[config.mk]
export PLATFORM = sky130hd
export DESIGN_NAME = alu_acc_pipe
export DESIGN_NICKNAME = d
export VERILOG_FILES = /design/src/rtl/alu_acc_pipe.sv
export SDC_FILE = /design/constraint.sdc
export NUM_CORES = 1
export LEC_CHECK = 0
export BUFFER_PORTS_ARGS = -buffer_cell sky130_fd_sc_hd__buf_2
export CORE_AREA = 2 2 215 111
export CTS_BUF_LIST = sky130_fd_sc_hd__clkbuf_2 sky130_fd_sc_hd__clkbuf_4 sky130_fd_sc_hd__clkbuf_8
export DETAILED_ROUTE_END_ITERATION = 6
export DIE_AREA = 0 0 217 113
export GPL_TIMING_DRIVEN = 1
export PLACE_DENSITY = 0.44
export SETUP_SLACK_MARGIN = 0.3
export SYNTH_ARGS = -nofsm -noshare
export SYNTH_HDL_FRONTEND = slang
export SYNTH_SLANG_ARGS = --single-unit
[constraint.sdc]
create_clock -name clk -period 18.4 [get_ports clk]
set_input_delay 2.76 -clock clk [delete_from_list [all_inputs] [get_ports clk]]
set_output_delay 2.76 -clock clk [all_outputs]
set_load 0.05 [all_outputs]
[src/rtl/alu_acc_pipe.sv]
// Accumulator ALU with valid/ready handshakes on both sides.
// DIV runs a restoring divider, one quotient bit per cycle.
module alu_acc_pipe #(
    parameter int WIDTH = 8,
    parameter int SEL_W = 4
) (
    input  logic             clk,
    input  logic             reset,
    input  logic             in_valid,
    output logic             in_ready,
    input  logic [WIDTH-1:0] A,
    input  logic [WIDTH-1:0] B,
    input  logic [SEL_W-1:0] ALU_Sel,
    input  logic             acc_clr,
    output logic             out_valid,
    input  logic             out_ready,
    output logic [WIDTH-1:0] ALU_out,
    output logic             carry,
    output logic             zero,
    output logic             div_err
);

    localparam int CW = $clog2(WIDTH + 1);
    localparam logic [CW-1:0] CNT_LAST = CW'(WIDTH);

    localparam logic [1:0] S_IDLE = 2'd0;
    localparam logic [1:0] S_DIV  = 2'd1;
    localparam logic [1:0] S_HOLD = 2'd2;

    localparam logic [SEL_W-1:0] OP_ADD  = 4'h0;
    localparam logic [SEL_W-1:0] OP_SUB  = 4'h1;
    localparam logic [SEL_W-1:0] OP_MUL  = 4'h2;
    localparam logic [SEL_W-1:0] OP_DIV  = 4'h3;
    localparam logic [SEL_W-1:0] OP_ADDA = 4'h4;
    localparam logic [SEL_W-1:0] OP_MULA = 4'h5;
    localparam logic [SEL_W-1:0] OP_MAC  = 4'h6;
    localparam logic [SEL_W-1:0] OP_ROL  = 4'h7;
    localparam logic [SEL_W-1:0] OP_ROR  = 4'h8;
    localparam logic [SEL_W-1:0] OP_AND  = 4'h9;
    localparam logic [SEL_W-1:0] OP_OR   = 4'hA;
    localparam logic [SEL_W-1:0] OP_XOR  = 4'hB;
    localparam logic [SEL_W-1:0] OP_NAND = 4'hC;
    localparam logic [SEL_W-1:0] OP_EQ   = 4'hD;
    localparam logic [SEL_W-1:0] OP_GT   = 4'hE;
    localparam logic [SEL_W-1:0] OP_LT   = 4'hF;

    logic [1:0]         r_state;
    logic [WIDTH-1:0]   r_acc;
    logic [WIDTH-1:0]   r_out;
    logic [WIDTH-1:0]   r_dvs;
    logic [WIDTH-1:0]   r_quo;
    logic [WIDTH-1:0]   r_rem;
    logic [CW-1:0]      r_cnt;
    logic               r_vld;
    logic               r_c;
    logic               r_z;
    logic               r_e;

    logic               w_accept;
    logic               w_div_go;
    logic               w_vld_nxt;
    logic               w_err;
    logic [WIDTH-1:0]   w_acc_op;
    logic [WIDTH-1:0]   w_ma;
    logic [WIDTH-1:0]   w_mb;
    logic [2*WIDTH-1:0] w_prod;
    logic               w_ovf;
    logic [WIDTH-1:0]   w_sa;
    logic [WIDTH-1:0]   w_sb;
    logic [WIDTH:0]     w_sum;
    logic [WIDTH-1:0]   w_res;
    logic               w_c;
    logic [WIDTH:0]     w_rs;
    logic               w_ge;
    logic [WIDTH-1:0]   w_rem_nxt;
    logic [WIDTH-1:0]   w_quo_nxt;

    assign in_ready  = (r_state != S_DIV) && (!r_vld || out_ready);
    assign w_accept  = in_valid && in_ready;
    assign w_div_go  = w_accept && (ALU_Sel == OP_DIV) && (B != '0);
    assign w_vld_nxt = (w_accept && !w_div_go) || (r_vld && !out_ready);
    assign w_err     = (ALU_Sel == OP_DIV);
    // Clear lands before the operation so a same-edge op sees Acc=0.
    assign w_acc_op  = (acc_clr && r_state == S_IDLE) ? '0 : r_acc;

    assign w_ma   = (ALU_Sel == OP_MULA) ? w_acc_op : A;
    assign w_mb   = (ALU_Sel == OP_MULA) ? A : B;
    assign w_prod = {{WIDTH{1'b0}}, w_ma} * {{WIDTH{1'b0}}, w_mb};
    assign w_ovf  = |w_prod[2*WIDTH-1:WIDTH];
    assign w_sa   = (ALU_Sel == OP_ADD) ? A : w_acc_op;
    assign w_sb   = (ALU_Sel == OP_ADD)  ? B :
                    (ALU_Sel == OP_ADDA) ? A : w_prod[WIDTH-1:0];
    assign w_sum  = {1'b0, w_sa} + {1'b0, w_sb};

    assign w_rs      = {r_rem, r_quo[WIDTH-1]};
    assign w_ge      = (w_rs >= {1'b0, r_dvs});
    assign w_rem_nxt = w_ge ? (w_rs[WIDTH-1:0] - r_dvs) : w_rs[WIDTH-1:0];
    assign w_quo_nxt = {r_quo[WIDTH-2:0], w_ge};

    always_comb begin
        w_res = '0;
        w_c   = 1'b0;
        unique case (ALU_Sel)
            OP_ADD, OP_ADDA: begin
                w_res = w_sum[WIDTH-1:0];
                w_c   = w_sum[WIDTH];
            end
            OP_SUB: begin
                w_res = A - B;
                w_c   = (A < B);
            end
            OP_MUL, OP_MULA: begin
                w_res = w_prod[WIDTH-1:0];
                w_c   = w_ovf;
            end
            OP_DIV:  w_res = '1;
            OP_MAC: begin
                w_res = w_sum[WIDTH-1:0];
                w_c   = w_ovf | w_sum[WIDTH];
            end
            OP_ROL:  w_res = {A[WIDTH-2:0], A[WIDTH-1]};
            OP_ROR:  w_res = {A[0], A[WIDTH-1:1]};
            OP_AND:  w_res = A & B;
            OP_OR:   w_res = A | B;
            OP_XOR:  w_res = A ^ B;
            OP_NAND: w_res = ~(A & B);
            OP_EQ:   w_res = {WIDTH{A == B}};
            OP_GT:   w_res = {WIDTH{A > B}};
            OP_LT:   w_res = {WIDTH{A < B}};
            default: w_res = '0;
        endcase
    end

    always_ff @(posedge clk) begin
        if (reset) begin
            r_state <= S_IDLE;
            r_acc   <= '0;
            r_out   <= '0;
            r_dvs   <= '0;
            r_quo   <= '0;
            r_rem   <= '0;
            r_cnt   <= '0;
            r_vld   <= 1'b0;
            r_c     <= 1'b0;
            r_z     <= 1'b0;
            r_e     <= 1'b0;
        end else if (r_state == S_DIV) begin
            if (r_cnt == CNT_LAST) begin
                r_acc   <= r_quo;
                r_out   <= r_quo;
                r_c     <= 1'b0;
                r_z     <= (r_quo == '0);
                r_e     <= 1'b0;
                r_vld   <= 1'b1;
                r_state <= out_ready ? S_IDLE : S_HOLD;
            end else begin
                r_quo <= w_quo_nxt;
                r_rem <= w_rem_nxt;
                r_cnt <= r_cnt + CW'(1);
            end
        end else begin
            r_acc <= w_acc_op;
            if (r_vld && out_ready) r_vld <= 1'b0;
            if (w_div_go) begin
                r_dvs   <= B;
                r_quo   <= A;
                r_rem   <= '0;
                r_cnt   <= '0;
                r_state <= S_DIV;
            end else begin
                r_state <= (w_vld_nxt && !out_ready) ? S_HOLD : S_IDLE;
                if (w_accept) begin
                    r_out <= w_res;
                    r_c   <= w_c;
                    r_z   <= (w_res == '0);
                    r_e   <= w_err;
                    r_vld <= 1'b1;
                    if (!w_err) r_acc <= w_res;
                end
            end
        end
    end

    assign out_valid = r_vld;
    assign ALU_out   = r_out;
    assign carry     = r_c;
    assign zero      = r_z;
    assign div_err   = r_e;

endmodule

[Yosys cells after proc, flatten, opt, wreduce, memory -nomap -nowiden]
Index checks and enable logic that the tools add are counted.
Operators by class
  add/sub/neg operators: 4
  $mul: 1
  $lt $le $gt $ge: 3
  equal/unequal tests: 22
  multiplexer cells: 47
  bitwise logic cells: 6
  reduce and logical (&&, ||, !) cells: 28
Operator list (count)
  2-to-1 mux 8 bit: 21
  case mux 8 bit (13 select lines): 1
  == test 4 bit (second input constant): 9
  == test 4 x 3 -> 1 bit (second input constant): 4
  logical NOT 8 bit: 2
  multiplier 8 x 8 -> 16 bit: 1
  2-to-1 mux 1 bit: 16
  subtractor 8 bit: 2
  2-to-1 mux 4 bit: 3
  2-to-1 mux 2 bit: 5
  adder 8 x 8 -> 9 bit: 1
  greater-or-equal comparator 9 x 8 -> 1 bit: 1
  logical AND 1 bit: 9
  AND 8 bit: 1
  == test 4 x 2 -> 1 bit (second input constant): 2
  == test 8 bit: 1
  greater-than comparator 8 bit: 1
  less-than comparator 8 bit: 1
  inverter 8 bit: 1
  OR 8 bit: 1
  nonzero test 8 bit: 1
  OR reduction 8 bit: 1
  bitwise XOR 8 bit: 1
  != test 2 x 1 -> 1 bit (second input constant): 3
  16 further kinds: 22
Word-level totals
  flip-flop bits (word level): 50
  input port bits: 25

[Longest topological paths before layout]
  word-level depth: 13
  mapped depth: 28

[Worst setup path after synthesis]
Ideal clock, no wire load.
  path kind: input -> register
  start point: input ALU_Sel[1]
  end point: register r_z, in the netlist zero
  library setup time: 87 ps
  arrival: 8448 ps
  data required time: 18313 ps
  path slack: 9865 ps
  stages on the path: 25
  cell sequence: buf_4 > nand4bb_1 > clkbuf_1 > clkbuf_1 > clkbuf_1 > clkbuf_1 > a21o_1 > nand2_1 > fa_1 > fa_1 > inv_1 > fa_1 > inv_1 > fa_1 > inv_1 > ha_1 > xnor2_1 > nor2_1 > a21oi_1 > ha_1 > xnor2_1 > nand2_1 > a32oi_2 > or4b_1 > o31ai_1
Between the ends
  longest elaborated chain between the ends: 11
Ends and longest elaborated chain
  start, declared: line 13  | input logic [SEL_W-1:0] ALU_Sel,
  == test 4 x 3 -> 1 bit: line 86, 87, 103
  2-to-1 mux 8 bit, on equally long branches: line 86, 87
  multiplier 8 x 8 -> 16 bit: line 88  | assign w_prod = {{WIDTH{1'b0}}, w_ma} * {{WIDTH{1'b0}}, w_mb};
  2-to-1 mux 8 bit: line 92  | (ALU_Sel == OP_ADDA) ? A : w_prod[WIDTH-1:0];
  2-to-1 mux 8 bit: line 91  | assign w_sb = (ALU_Sel == OP_ADD) ? B :
  adder 8 x 8 -> 9 bit: line 93  | assign w_sum = {1'b0, w_sa} + {1'b0, w_sb};
  case mux 8 bit (13 select lines): line 103  | unique case (ALU_Sel)
  logical NOT 8 bit: line 175  | r_z <= (w_res == '0);
  2-to-1 mux 1 bit: line 172  | if (w_accept) begin
  2-to-1 mux 1 bit: line 164  | if (w_div_go) begin
  2-to-1 mux 1 bit: line 147  | end else if (r_state == S_DIV) begin
  end signal, assigned: line 152  | r_z <= (r_quo == '0);
  end signal, assigned: line 175
  end, declared: line 56  | logic r_z;
Parallel ways exist; a longest one is shown, timed or not. The select of a mux whose other input is x is not followed.
A chain may end at the register's enable or synchronous reset.

[Worst setup path in the final report]
Ends and elaborated chain as after synthesis.

==> flow_summary.yaml <==
outcome:
  status: "complete, no violations"
power:
  powerDensity_nw_per_um2: 76.3
  ir_worst_vdd_mv: 0.0485
  p_total_mw: 0.555
  p_leak_nw: 3.27
cts:
  cts_setup_buffers: 0
  cts.repair.resized: 0
  path_clk_slew_ns: 0.11
  h-tree-depth: 2
  root_buffer: "clkbuf_8"
  clk_latency_ns: 0.32
  cts_tree: "yes"
  clock_path_buffers: 2
  cts_sinks: 50
  hold_buffers: 0
  cts_buffers: 5
placement:
  place_inst: 1194
  dpl-instance-area_sq_um: 7180
  place_ws_ns: 9.18
  gp_congestion: 0.894
  dp_hpwl_mm: 17.5
  numPortBuffers: 37
routing:
  viasPerCell: 5.24
  drc: 0
  routedWlPerCell_um: 18.3
  dr.first_iter.drc_count: 507
  wl_mm: 22.0
  drtPass1Iterations: 5
  vias: 6300
  antenna_left: 0
setup_path:
  arrival_ns: 9.18
  worstPathMaxFanout: 41
  required_ns: 18.65
  startpoint_type: "input port"
  cp.buffers_inverters: 6
  cp_top_family: "adder cells"
  crit_type: "input port to flip-flop"
  endpoint_kind: "flip-flop"
  cp_cell_sequence: "buf_2 > nand4bb_1 > buf_4 > nor2_1 > a21oi_1 > nor2_1 > fa_1 > inv_1 > fa_1 > inv_1 > fa_1 > inv_1 > fa_1 > inv_1 > ha_1 > xnor2_1 > nor2_1 > a21oi_1 > ha_1 > xnor2_1 > nand2_1 > a32oi_2 > or4b_1 > o31ai_1"
  slowest_stage: "a21oi_1"
  cp_slowest_stage_delay_ns: 0.64
synth:
  synth_top_area_frac: 0.149
  ys_seq_area_frac: 0.149
  netlist_area_sq_um: 6740
  syn_nets: 1025
  synthArstFlopShare: 0
  synth_edf_count: 0
  synth_area_per_cell_sq_um: 7.63
  yosysTopAreaCell: "dfxtp_1"
  yosys_warnings: 0
  ys_ff_latch: 50
  synth.distinct_cells: 73
  yosys-top-cells-count: "nor2_1, nand2_1, inv_1"
  synth_most_common_cell: "nor2_1"
  syn_inst: 883
  synth-main-ff-cell: "dfxtp_1"
  netlist_top_cells_area: "dfxtp_1, ha_1, fa_1"
timing:
  tightest_slew_ns: 1.29
  finalSetupViolCount: 0
  fin_ws_ns: 9.47
  max-slew-margin-rel: 0.135
  finalHoldViolCount: 0
  fin_tns_setup_ns: 0
  max_freq_ghz: 0.112
  slew_viol_final: 0
  post-route-period-util: 0.485
  finalClockSkew_ns: 0.0239
  hold_slack_ns: 0.468
  rsz0062_at_grt: "false"
  fin_crit_ns: 8.93
floorplanning:
  num_io_pins: 38
  die_w_um: 217
  core_sq_um: 22500
  die_area_sq_um: 24500
  start_util: 0.299
  rows: 39
  die_h_um: 113
global_routing:
  grt_pass1_vias: 6300
  grt_use_total: 0.183
  grt_first_pass_wirelength_mm: 35.4
  grt_max_degree: 48
  grt_overflow: 0
  antenna_found_initial: 0
min_path:
  worst_hold_path_type: "flip-flop to flip-flop"
job:
  maxCapViolCount: 0
finish:
  stdcell_count: 1202
  layout-drive-gt1-share: 0.0816
  final_core_util: 0.323
  fillerInstances: 2465
  syn_to_final_growth_pct: 8.10
  n_antenna_cell: 0
  regArea_sq_um: 1000
  final_cell_area_sq_um: 7280
  multi_input_area_sq_um: 5240
  nets: 1036
[power breakdown]
part	switching (mW)	total (mW)	leakage, nW	internal, mW
sequential	0.00326	0.117	0.407	0.114
clock	0.0406	0.0751	0.0544	0.0346
combinational	0.225	0.363	2.81	0.139
[cell families after synthesis]
family                   Yosys count  synth area share
adder cells (fa/ha/maj)          117             0.261
multiplexers                      37            0.0591
XOR/XNOR                          25            0.0325
AO/OA/AOI/OAI                    208             0.210
flip-flops                        50             0.149
buffers and inverters            126            0.0751
AND/OR/NAND/NOR                  320             0.213
[layout by cell type, fill, tap and decap left out, types with 6 or more instances in the layout]
master    instances
nor3_1           23
o21a_1            7
mux2i_1          33
ha_1             78
nor2_1          127
or2_2             7
o21ai_0          33
fa_1             39
xor2_1           10
nor4_1            7
dfxtp_1          50
nand2_1          95
buf_2            37
xnor2_1          15
nand2b_1         13
a22oi_1           7
a311oi_1         11
clkbuf_8          7
a211oi_1         21
o211ai_1          6
a21o_1           11
and3_1            8
inv_1            88
nor2b_1          12
a21oi_1          54
[per-layer routing]
layer / track usage / routed length, um
met1: 0.257 / 10800
met2: 0.301 / 9760
met3: 0.0159 / 821
met4: 0.0534 / 566
met5: 0 / 0
[worst reg2reg max path, stage by stage (launching register included)]
cell,delay [ns]
dfxtp_1,0.34
nor2_1,0.15
nand2_1,0.26
nand2_1,0.28
nor2_1,0.07
a21oi_1,0.64
nor2_1,0.12
fa_1,0.50
inv_1,0.05
fa_1,0.49
inv_1,0.06
fa_1,0.53
inv_1,0.05
fa_1,0.53
inv_1,0.04
ha_1,0.35
xnor2_1,0.36
nor2_1,0.09
a21oi_1,0.13
ha_1,0.26
xnor2_1,0.13
nand2_1,0.09
a32oi_2,0.15
or4b_1,0.48
o31ai_1,0.23
[state kept, by name, summed over array words and instances, names as in the netlist, 2 cells and up]
signal   cells
r_state      2
r_acc        8
r_rem        8
ALU_out      8
r_cnt        4
r_quo        8
r_dvs        8
[layout make-up]
| class | instances | share of cell area |
|---|---|---|
| Inverter | 88 | 0.0454 |
| Sequential cell | 50 | 0.137 |
| Timing Repair Buffer | 42 | 0.0306 |
| Multi-Input combinational cell | 707 | 0.719 |
| Tap cell | 307 | 0.0528 |
| Clock inverter | 1 | 0.00120 |
| Clock buffer | 7 | 0.0132 |
[path summary, 6_finish.rpt]
check,startpoint,end,slack [ns],cells past startpoint
setup reg to reg,r_state[1],zero,11.95,24
hold / removal,r_rem[7],r_rem[7],0.47,2
hold reg to reg,r_rem[7],r_rem[7],0.47,2
setup / recovery,ALU_Sel[1],zero,9.47,24
No activity file was read; power rests on OpenSTA's default activity.
